### config.mk
export PLATFORM = sky130hd
export DESIGN_NAME = dmem_ws_flat
export DESIGN_NICKNAME = d
export VERILOG_FILES = /design/src/rtl/dmem_ws_if.sv /design/src/rtl/dmem_ws.sv /design/src/flat_wrapper.sv
export SDC_FILE = /design/constraint.sdc
export NUM_CORES = 2
export LEC_CHECK = 0
export BUFFER_PORTS_ARGS = -buffer_cell sky130_fd_sc_hd__buf_2
export CAP_MARGIN = 30
export CORE_UTILIZATION = 33
export CTS_CLUSTER_SIZE = 30
export DETAILED_ROUTE_END_ITERATION = 8
export GPL_TIMING_DRIVEN = 0
export PLACE_DENSITY = 0.45
export SLEW_MARGIN = 20
export SYNTH_ARGS = -nofsm -noshare
export SYNTH_HDL_FRONTEND = slang
export SYNTH_SLANG_ARGS = --single-unit
### constraint.sdc
create_clock -name clk -period 19.1 [get_ports clk]
set_input_delay 0.955 -clock clk [delete_from_list [all_inputs] [get_ports clk]]
set_output_delay 0.955 -clock clk [all_outputs]
set_load 0.1 [all_outputs]
### src/rtl/dmem_ws_if.sv
// Request/response bus for the wait-state data memory.
interface dmem_ws_if #(
  parameter int unsigned DW = 16,
  parameter int unsigned AW = 8
) ();
  logic            req;
  logic            we;
  logic [AW-1:0]   addr;
  logic [DW/8-1:0] be;
  logic [DW-1:0]   wdata;
  logic [DW-1:0]   rdata;
  logic            ack;
  logic            err;
  logic            busy;

  modport master (
    output req, we, addr, be, wdata,
    input  rdata, ack, err, busy
  );

  modport slave (
    input  req, we, addr, be, wdata,
    output rdata, ack, err, busy
  );
endinterface

### src/rtl/dmem_ws.sv
// Word-addressed data memory with byte-lane writes and a programmable number of
// wait states. Words 0..3 reload their init values on reset; the rest retain contents.
module dmem_ws #(
  parameter int unsigned   DW    = 16,
  parameter int unsigned   AW    = 8,
  parameter int unsigned   DEPTH = 256,
  parameter int unsigned   LAT   = 1,
  parameter logic [DW-1:0] INIT0 = 16'h0020,
  parameter logic [DW-1:0] INIT1 = 16'h2021,
  parameter logic [DW-1:0] INIT2 = '0,
  parameter logic [DW-1:0] INIT3 = '0
) (
  input logic      clk,
  input logic      rst,
  dmem_ws_if.slave bus
);
  localparam int unsigned NB = DW / 8;
  localparam logic [DW-1:0] InitTbl [4] = '{INIT0, INIT1, INIT2, INIT3};

  typedef enum logic [1:0] {StIdle, StWait, StAccess} state_e;

  state_e          r_state, w_state_next;
  logic [3:0]      r_cnt, w_cnt_next;
  logic            w_capture;
  logic            r_we;
  logic [AW-1:0]   r_addr;
  logic [NB-1:0]   r_be;
  logic [DW-1:0]   r_wdata;
  logic [DW-1:0]   r_rdata;
  logic            r_ack;
  logic            r_err;
  logic            w_in_range;
  logic            w_do_access;
  logic            w_wr;
  logic [DW-1:0]   w_rd_word;
  logic [DW-1:0]   w_merged;
  logic [DW-1:0]   w_mem [DEPTH];

  // Next-state and wait-counter logic; requests are only looked at in idle.
  always_comb begin
    w_state_next = r_state;
    w_cnt_next   = r_cnt;
    w_capture    = 1'b0;
    unique case (r_state)
      StIdle: begin
        if (bus.req) begin
          w_capture    = 1'b1;
          w_cnt_next   = 4'(LAT);
          w_state_next = (LAT > 0) ? StWait : StAccess;
        end
      end
      StWait: begin
        w_cnt_next = r_cnt - 4'd1;
        if (r_cnt == 4'd1) w_state_next = StAccess;
      end
      StAccess: w_state_next = StIdle;
      default:  w_state_next = StIdle;
    endcase
  end

  // State register and wait counter.
  always_ff @(posedge clk or negedge rst) begin
    if (!rst) begin
      r_state <= StIdle;
      r_cnt   <= 4'd0;
    end else begin
      r_state <= w_state_next;
      r_cnt   <= w_cnt_next;
    end
  end

  // Request capture; held stable for the whole access.
  always_ff @(posedge clk or negedge rst) begin
    if (!rst) begin
      r_we    <= 1'b0;
      r_addr  <= '0;
      r_be    <= '0;
      r_wdata <= '0;
    end else if (w_capture) begin
      r_we    <= bus.we;
      r_addr  <= bus.addr;
      r_be    <= bus.be;
      r_wdata <= bus.wdata;
    end
  end

  assign w_in_range  = (32'(r_addr) < DEPTH);
  assign w_do_access = (r_state == StAccess);
  assign w_wr        = w_do_access && r_we && w_in_range;
  assign w_rd_word   = w_in_range ? w_mem[r_addr] : '0;

  // Read-modify-write merge of the enabled byte lanes.
  always_comb begin
    w_merged = w_rd_word;
    for (int b = 0; b < NB; b++) begin
      if (r_be[b]) w_merged[b*8 +: 8] = r_wdata[b*8 +: 8];
    end
  end

  for (genvar g = 0; g < DEPTH; g++) begin : g_word
    logic [DW-1:0] r_word;
    logic          w_sel;
    assign w_sel = w_wr && (32'(r_addr) == g);
    if (g < 4) begin : g_init
      // Low words reload their init value on reset.
      always_ff @(posedge clk or negedge rst) begin
        if (!rst)       r_word <= InitTbl[g];
        else if (w_sel) r_word <= w_merged;
      end
    end else begin : g_plain
      // Remaining words are not touched by reset.
      always_ff @(posedge clk) begin
        if (w_sel) r_word <= w_merged;
      end
    end
    assign w_mem[g] = r_word;
  end

  // Completion: ack/err pulse for one cycle, read data held until the next read.
  always_ff @(posedge clk or negedge rst) begin
    if (!rst) begin
      r_ack   <= 1'b0;
      r_err   <= 1'b0;
      r_rdata <= '0;
    end else begin
      r_ack <= w_do_access;
      r_err <= w_do_access && !w_in_range;
      if (w_do_access && !r_we) r_rdata <= w_rd_word;
    end
  end

  assign bus.rdata = r_rdata;
  assign bus.ack   = r_ack;
  assign bus.err   = r_err;
  assign bus.busy  = (r_state != StIdle);
endmodule

### src/flat_wrapper.sv
// flat-port wrapper written by rule: the top's interface ports become plain ports
module dmem_ws_flat 
#(
  parameter int unsigned   DW    = 16,
  parameter int unsigned   AW    = 8,
  parameter int unsigned   DEPTH = 256,
  parameter int unsigned   LAT   = 1,
  parameter logic [DW-1:0] INIT0 = 16'h0020,
  parameter logic [DW-1:0] INIT1 = 16'h2021,
  parameter logic [DW-1:0] INIT2 = '0,
  parameter logic [DW-1:0] INIT3 = '0
)
  (clk, rst, bus_req, bus_we, bus_addr, bus_be, bus_wdata, bus_rdata, bus_ack, bus_err, bus_busy);
  dmem_ws_if #(.DW(DW), .AW(AW)) bus_i ();
  input logic clk;
  input logic rst;
  input wire logic [$bits(bus_i.req)-1:0] bus_req;
  input wire logic [$bits(bus_i.we)-1:0] bus_we;
  input wire logic [$bits(bus_i.addr)-1:0] bus_addr;
  input wire logic [$bits(bus_i.be)-1:0] bus_be;
  input wire logic [$bits(bus_i.wdata)-1:0] bus_wdata;
  output wire logic [$bits(bus_i.rdata)-1:0] bus_rdata;
  output wire logic [$bits(bus_i.ack)-1:0] bus_ack;
  output wire logic [$bits(bus_i.err)-1:0] bus_err;
  output wire logic [$bits(bus_i.busy)-1:0] bus_busy;
  assign bus_i.req = bus_req;
  assign bus_i.we = bus_we;
  assign bus_i.addr = bus_addr;
  assign bus_i.be = bus_be;
  assign bus_i.wdata = bus_wdata;
  assign bus_rdata = bus_i.rdata;
  assign bus_ack = bus_i.ack;
  assign bus_err = bus_i.err;
  assign bus_busy = bus_i.busy;
  dmem_ws #(.DW(DW), .AW(AW), .DEPTH(DEPTH), .LAT(LAT), .INIT0(INIT0), .INIT1(INIT1), .INIT2(INIT2), .INIT3(INIT3)) u_core (.clk(clk), .rst(rst), .bus(bus_i));
endmodule
# Yosys cells after proc, flatten, opt, wreduce, memory -nomap -nowiden

Index checks and enable logic that the tools add are counted.

Register bits: 4146
Input bits: 30
Logic and storage cells: 804

Bitwise logic cells: 1
Reductions and logical operators: 265
Order comparisons: 1
Equal/unequal tests: 260
Add/sub/neg operators: 1
Muxes and demuxes: 12

Operator list:

| kind                                                               | number |
|---|---|
| 8-bit == test, second input constant                               | 128 |
| 8-bit by 7-bit == test with 1-bit output, second input constant    | 64 |
| 1-bit logical AND                                                  | 258 |
| 8-bit by 6-bit == test with 1-bit output, second input constant    | 32 |
| 16-bit binary-select mux with 8-bit select                         | 1 |
| 8-bit by 5-bit == test with 1-bit output, second input constant    | 16 |
| 8-bit by 4-bit == test with 1-bit output, second input constant    | 8 |
| 8-bit by 3-bit == test with 1-bit output, second input constant    | 4 |
| 16-bit two-way mux                                                 | 2 |
| 8-bit by 2-bit == test with 1-bit output, second input constant    | 2 |
| 8-bit two-way mux                                                  | 2 |
| 9-bit >= comparator, second input constant                         | 1 |
| 8-bit NOT with 9-bit output                                        | 1 |
| 8-bit by 1-bit == test with 1-bit output, second input constant    | 1 |
| 8-bit zero test                                                    | 1 |
| 4-bit case mux with 2 select lines                                 | 1 |
| 4-bit by 1-bit == test with 1-bit output, second input constant    | 1 |
| 2-bit two-way mux                                                  | 2 |
| 4-bit two-way mux                                                  | 1 |
| 2-bit case mux with 2 select lines                                 | 1 |
| 2-bit AND reduction                                                | 2 |
| 2-bit nonzero test                                                 | 2 |
| 4-bit by 1-bit subtractor with 4-bit output, second input constant | 1 |
| 2-bit by 1-bit == test with 1-bit output, second input constant    | 1 |
| 6 further kinds                                                    | 7 |

# Depth between registers and ports, before layout

Depth after elaboration: 5
Mapped depth: 14

# Worst setup path after synthesis

No wires, ideal clock.

Kind: register to register
Start: register u_core.r_addr[0]
End: register u_core.g_word[100].r_word[11] (data pin)
Stages on the path, launching flop included: 15
Data arrival time: 12.033 ns
Setup slack: 4.909 ns
Library setup time: 2.158 ns
Cell sequence: dfrtp_1 buf_4 buf_6 buf_6 nand4b_2 buf_2 buf_2 clkbuf_1 o22ai_1 nor2_1 nand4_1 nand2_1 a2bb2oi_1 o221ai_2 o21ai_0

Longest elaborated chain between the ends: 5

Ends and longest elaborated chain:

| item                                                   | line           | RTL |
|---|---|---|
| from (decl)                                            | dmem_ws.sv:26  | `logic [AW-1:0] r_addr;` |
| from (signal assigned)                                 | dmem_ws.sv:81  | `r_addr <= bus.addr;` |
| 8-bit NOT with 9-bit output (implied by the code)      | dmem_ws.sv:90  | `assign w_rd_word = w_in_range ? w_mem[r_addr] : '0;` |
| 16-bit binary-select mux with 8-bit select             | dmem_ws.sv:90  |  |
| 16-bit two-way mux (implied by the code) (2 in series) | dmem_ws.sv:90  |  |
| 8-bit two-way mux                                      | dmem_ws.sv:96  | `if (r_be[b]) w_merged[b*8 +: 8] = r_wdata[b*8 +: 8];` |
| via u_core.w_merged[11]                                | dmem_ws.sv:36  | `logic [DW-1:0] w_merged;` |
| to (signal assigned)                                   | dmem_ws.sv:113 | `if (w_sel) r_word <= w_merged;` |
| to (decl)                                              | dmem_ws.sv:101 | `logic [DW-1:0] r_word;` |

The timed path passes the listed nets, and every way through them passes these cells. The select of a mux whose other input is x is not followed.
A chain may end at the register's enable or synchronous reset.

# Worst setup path after layout

Start: register u_core.r_addr[0]
End: register u_core.g_word[21].r_word[14] (data pin)

Longest elaborated chain between the ends: 5

Ends and longest elaborated chain:

| item                                                   | line |
|---|---|
| 8-bit NOT with 9-bit output (implied by the code)      | dmem_ws.sv:90 |
| 16-bit binary-select mux with 8-bit select             | dmem_ws.sv:90 |
| 16-bit two-way mux (implied by the code) (2 in series) | dmem_ws.sv:90 |
| 8-bit two-way mux                                      | dmem_ws.sv:96 |
| via u_core.w_merged[14]                                | dmem_ws.sv:36 |
| to (signal assigned)                                   | dmem_ws.sv:113 |
| to (decl)                                              | dmem_ws.sv:101 |

The timed path passes the listed nets, and every way through them passes these cells. The select of a mux whose other input is x is not followed.

==> flow_summary.json <==
{
  "antenna_found_initial": 54,
  "grtUsageTotal_pct": 22.5,
  "swShare_pct": 38.9,
  "dieArea_mm2": 0.493,
  "synth_area_leaders": "edfxtp_1, mux2i_1, mux4_2",
  "insertion_delay_ns": 1.05,
  "place_ws_ns": 11.73,
  "fin_worst_skew_ns": 0.0831,
  "dp.cells": 15700,
  "p_int_w": 0.0239,
  "vias_per_cell": 5.38,
  "initial_core_util_pct": 33.2,
  "ir_drop_v": 0.000174,
  "postRouteAntennaNets": 0,
  "power_density_mw_per_mm2": 202,
  "final_net_count": 9708,
  "placed_area_mm2": 0.179,
  "fin_crit_ns": 7.49,
  "setup_viol": 0,
  "end_kind": "register",
  "ys_seq_elements": 4146,
  "finalHoldViolCount": 0,
  "comb_power_share_pct": 43.4,
  "root_buffer": "clkbuf_16",
  "drtPass1Iterations": 6,
  "setup.worst_path.start_class": "register",
  "drtIter0Drc": 10800,
  "dpl.hpwl_um": 415000,
  "routed_wl_um": 566000,
  "syn_area_per_cell_um2": 18.5,
  "worstPathArrival_ns": 8.20,
  "num_rows": 256,
  "die_x_um": 702,
  "yosysUniqueCellTypes": 63,
  "worstSetupPathType": "register to register",
  "die_height_um": 702,
  "drv_cap": 0,
  "layout_worst_path_cycle_share_pct": 39.2,
  "maxSlewViolCount": 0,
  "fin_ws_ns": 11.61,
  "final_cell_mix": "edfxtp_1, mux2i_1, clkbuf_16",
  "worstPathMaxFanout": 31,
  "p_switching_w": 0.0152,
  "numCtsBuffers": 449,
  "syn_nets": 8778,
  "leakage_nw": 64.7,
  "worst_slew_pin_slew_ns": 1.19,
  "ys_seq_area_share_pct": 76.6,
  "cts_setup_buffers": 0,
  "finalNonFillerCells": 16500,
  "synthFlopType": "edfxtp_1",
  "synth_cells": 8746,
  "route.detailed.drc": 0,
  "fin_area_mm2": 0.194,
  "first_global_vias": 87900,
  "p_clk_share_pct": 21.9,
  "grt_pass1_wl_um": 758000,
  "io_pins": 49,
  "clk_path_buf_depth": 4,
  "core-area_mm2": 0.487,
  "vias": 88900,
  "synth-async-reset-ratio_pct": 2.75,
  "portBuffers": 47,
  "fin_tns_setup_ns": 0,
  "cts_tree": "built",
  "final_common_cell": "edfxtp_1",
  "p_seq_share_pct": 34.7,
  "hold_class": "primary input to register",
  "clk_pin_slew_ns": 0.06,
  "fmax_ghz": 0.133,
  "synth_edf_count": 4032,
  "overflow": 0,
  "place.gp.congestion": 0.890,
  "syn-cell-area_mm2": 0.162,
  "grt_max_degree": 71,
  "h-tree-depth": 5,
  "layout-drive-gt1-share_pct": 20.8,
  "max_slew_margin_pct": 20.8,
  "critical_path_required_ns": 19.80,
  "syn_to_final_growth_pct": 19.9,
  "status": "finished clean",
  "synth_area_leader_cell": "edfxtp_1",
  "wl_per_cell_um": 34.3,
  "synth.top_cell.area_share_pct": 74.9,
  "cts_sinks": 4146,
  "yosys_warnings": 0,
  "rsz0062_at_grt": "false"
}
==> cell families after synthesis <==
group / count (synthesis) / share of synthesized area [%]
flops: 4146 / 76.6
buf+inv: 539 / 1.85
simple gates: 1145 / 3.25
mux: 1849 / 13.8
other cells: 1 / 0.00232
compound gates: 1062 / 4.48
xor+xnor: 2 / 0.0108
fa+ha+maj: 2 / 0.0155
==> sequential cells by signal, summed over array words and instances (netlist names) <==
signal and flops:
u_core.r_state 2, u_core.bus.ack 1, u_core.r_wdata 16, u_core.r_we 1
u_core.r_cnt 4, u_core.r_addr 8, u_core.r_be 2, u_core.g_word.r_word 4096
u_core.bus.rdata 16
==> synth_stat cells, types with 16 or more instances <==
master,instances
a31oi_1,17
o2bb2ai_1,16
mux2_2,72
mux4_2,288
nor4_1,36
dfrtp_1,110
clkbuf_1,214
edfxtp_1,4032
a211oi_1,30
nor2b_1,26
buf_6,51
o21ai_1,32
nor2_1,523
a21oi_1,160
nand2_1,157
buf_4,104
o21ai_0,99
nand4_1,69
nand3_1,201
or3_1,16
buf_1,44
nor3_1,68
o22ai_1,211
buf_2,117
a221oi_1,46
a22oi_1,383
mux2i_1,1487
==> critical path: stages (launching register included) <==
cell	delay, ns
dfrtp_1	0.32
buf_4	0.25
buf_6	0.24
buf_4	0.31
nor2b_1	0.18
buf_2	0.68
clkbuf_2	0.57
buf_16	0.22
clkbuf_1	0.64
a22oi_1	0.38
nand3_1	0.25
nand4_1	0.21
nand2_1	0.43
a211o_1	0.69
o21ai_4	0.35
buf_16	0.28
buf_16	0.17
buf_16	0.18
buf_12	0.18
buf_16	0.18
buf_16	0.18
==> repair_timing <==
action / 4_1_cts / 5_1_grt
hold buffers: 1 / 0
gates resized for setup: 0 / 0
hold endpoints to repair: 43 / 0
==> per-stage QoR <==
| step | total power (W) | util, % | hold WS (ns) |
|---|---|---|---|
| 4_1_cts | 0.0394 | 39.8 | 0.0753 |
| 3_3_place_gp | 0.0268 | 34.9 | 0.469 |
| 6_report | 0.0392 | 39.8 | 0.157 |
| 3_5_place_dp | 0.0308 | 36.8 | 0.471 |
| 5_1_grt | 0.0402 | 39.8 | 0.132 |
| 2_1_floorplan | 0.0226 | - | 0.461 |
==> area by class of cell <==
type,count,area (um2)
timing repair buffer,479,8390
clock buffer,576,12000
antenna,12,30.0
multi-input combinational,4061,36000
sequential,4146,124000
inverter,5,18.8
clock inverter,254,2320
buffer,534,3060
fill,43800,293000
tap,6450,8070
==> routing by layer <==
metal | vias up | global-route usage, % | wire (um)
li1 | 37300 | - | -
met1 | 47100 | 30.5 | 237000
met2 | 3628 | 35.4 | 259000
met3 | 789 | 5.52 | 47800
met4 | 22 | 7.58 | 21800
met5 | - | 0 | 133
==> final timing paths <==
path	depth (start not counted)	slack [ns]	end	start
max	20	11.61	u_core.g_word[21].r_word[14]	u_core.r_addr[0]
min	2	0.16	u_core.r_we	bus_we
max reg2reg	20	11.61	u_core.g_word[21].r_word[14]	u_core.r_addr[0]
min reg2reg	2	0.49	u_core.bus.rdata[14]	u_core.bus.rdata[14]
max in group asynchronous	3	17.82	u_core.g_word[1].r_word[5]	rst
min in group asynchronous	2	0.46	u_core.r_we	rst
==> power by group through the flow <==
stage	logic, W	clock network (W)	registers [W]
5_1_grt	0.0176	0.00904	0.0136
3_5_place_dp	0.0170	0	0.0138
6_report	0.0170	0.00858	0.0136
3_3_place_gp	0.0113	0	0.0155
2_1_floorplan	0.00628	0	0.0163
4_1_cts	0.0170	0.00872	0.0136
(Power assumes the default switching activity.)
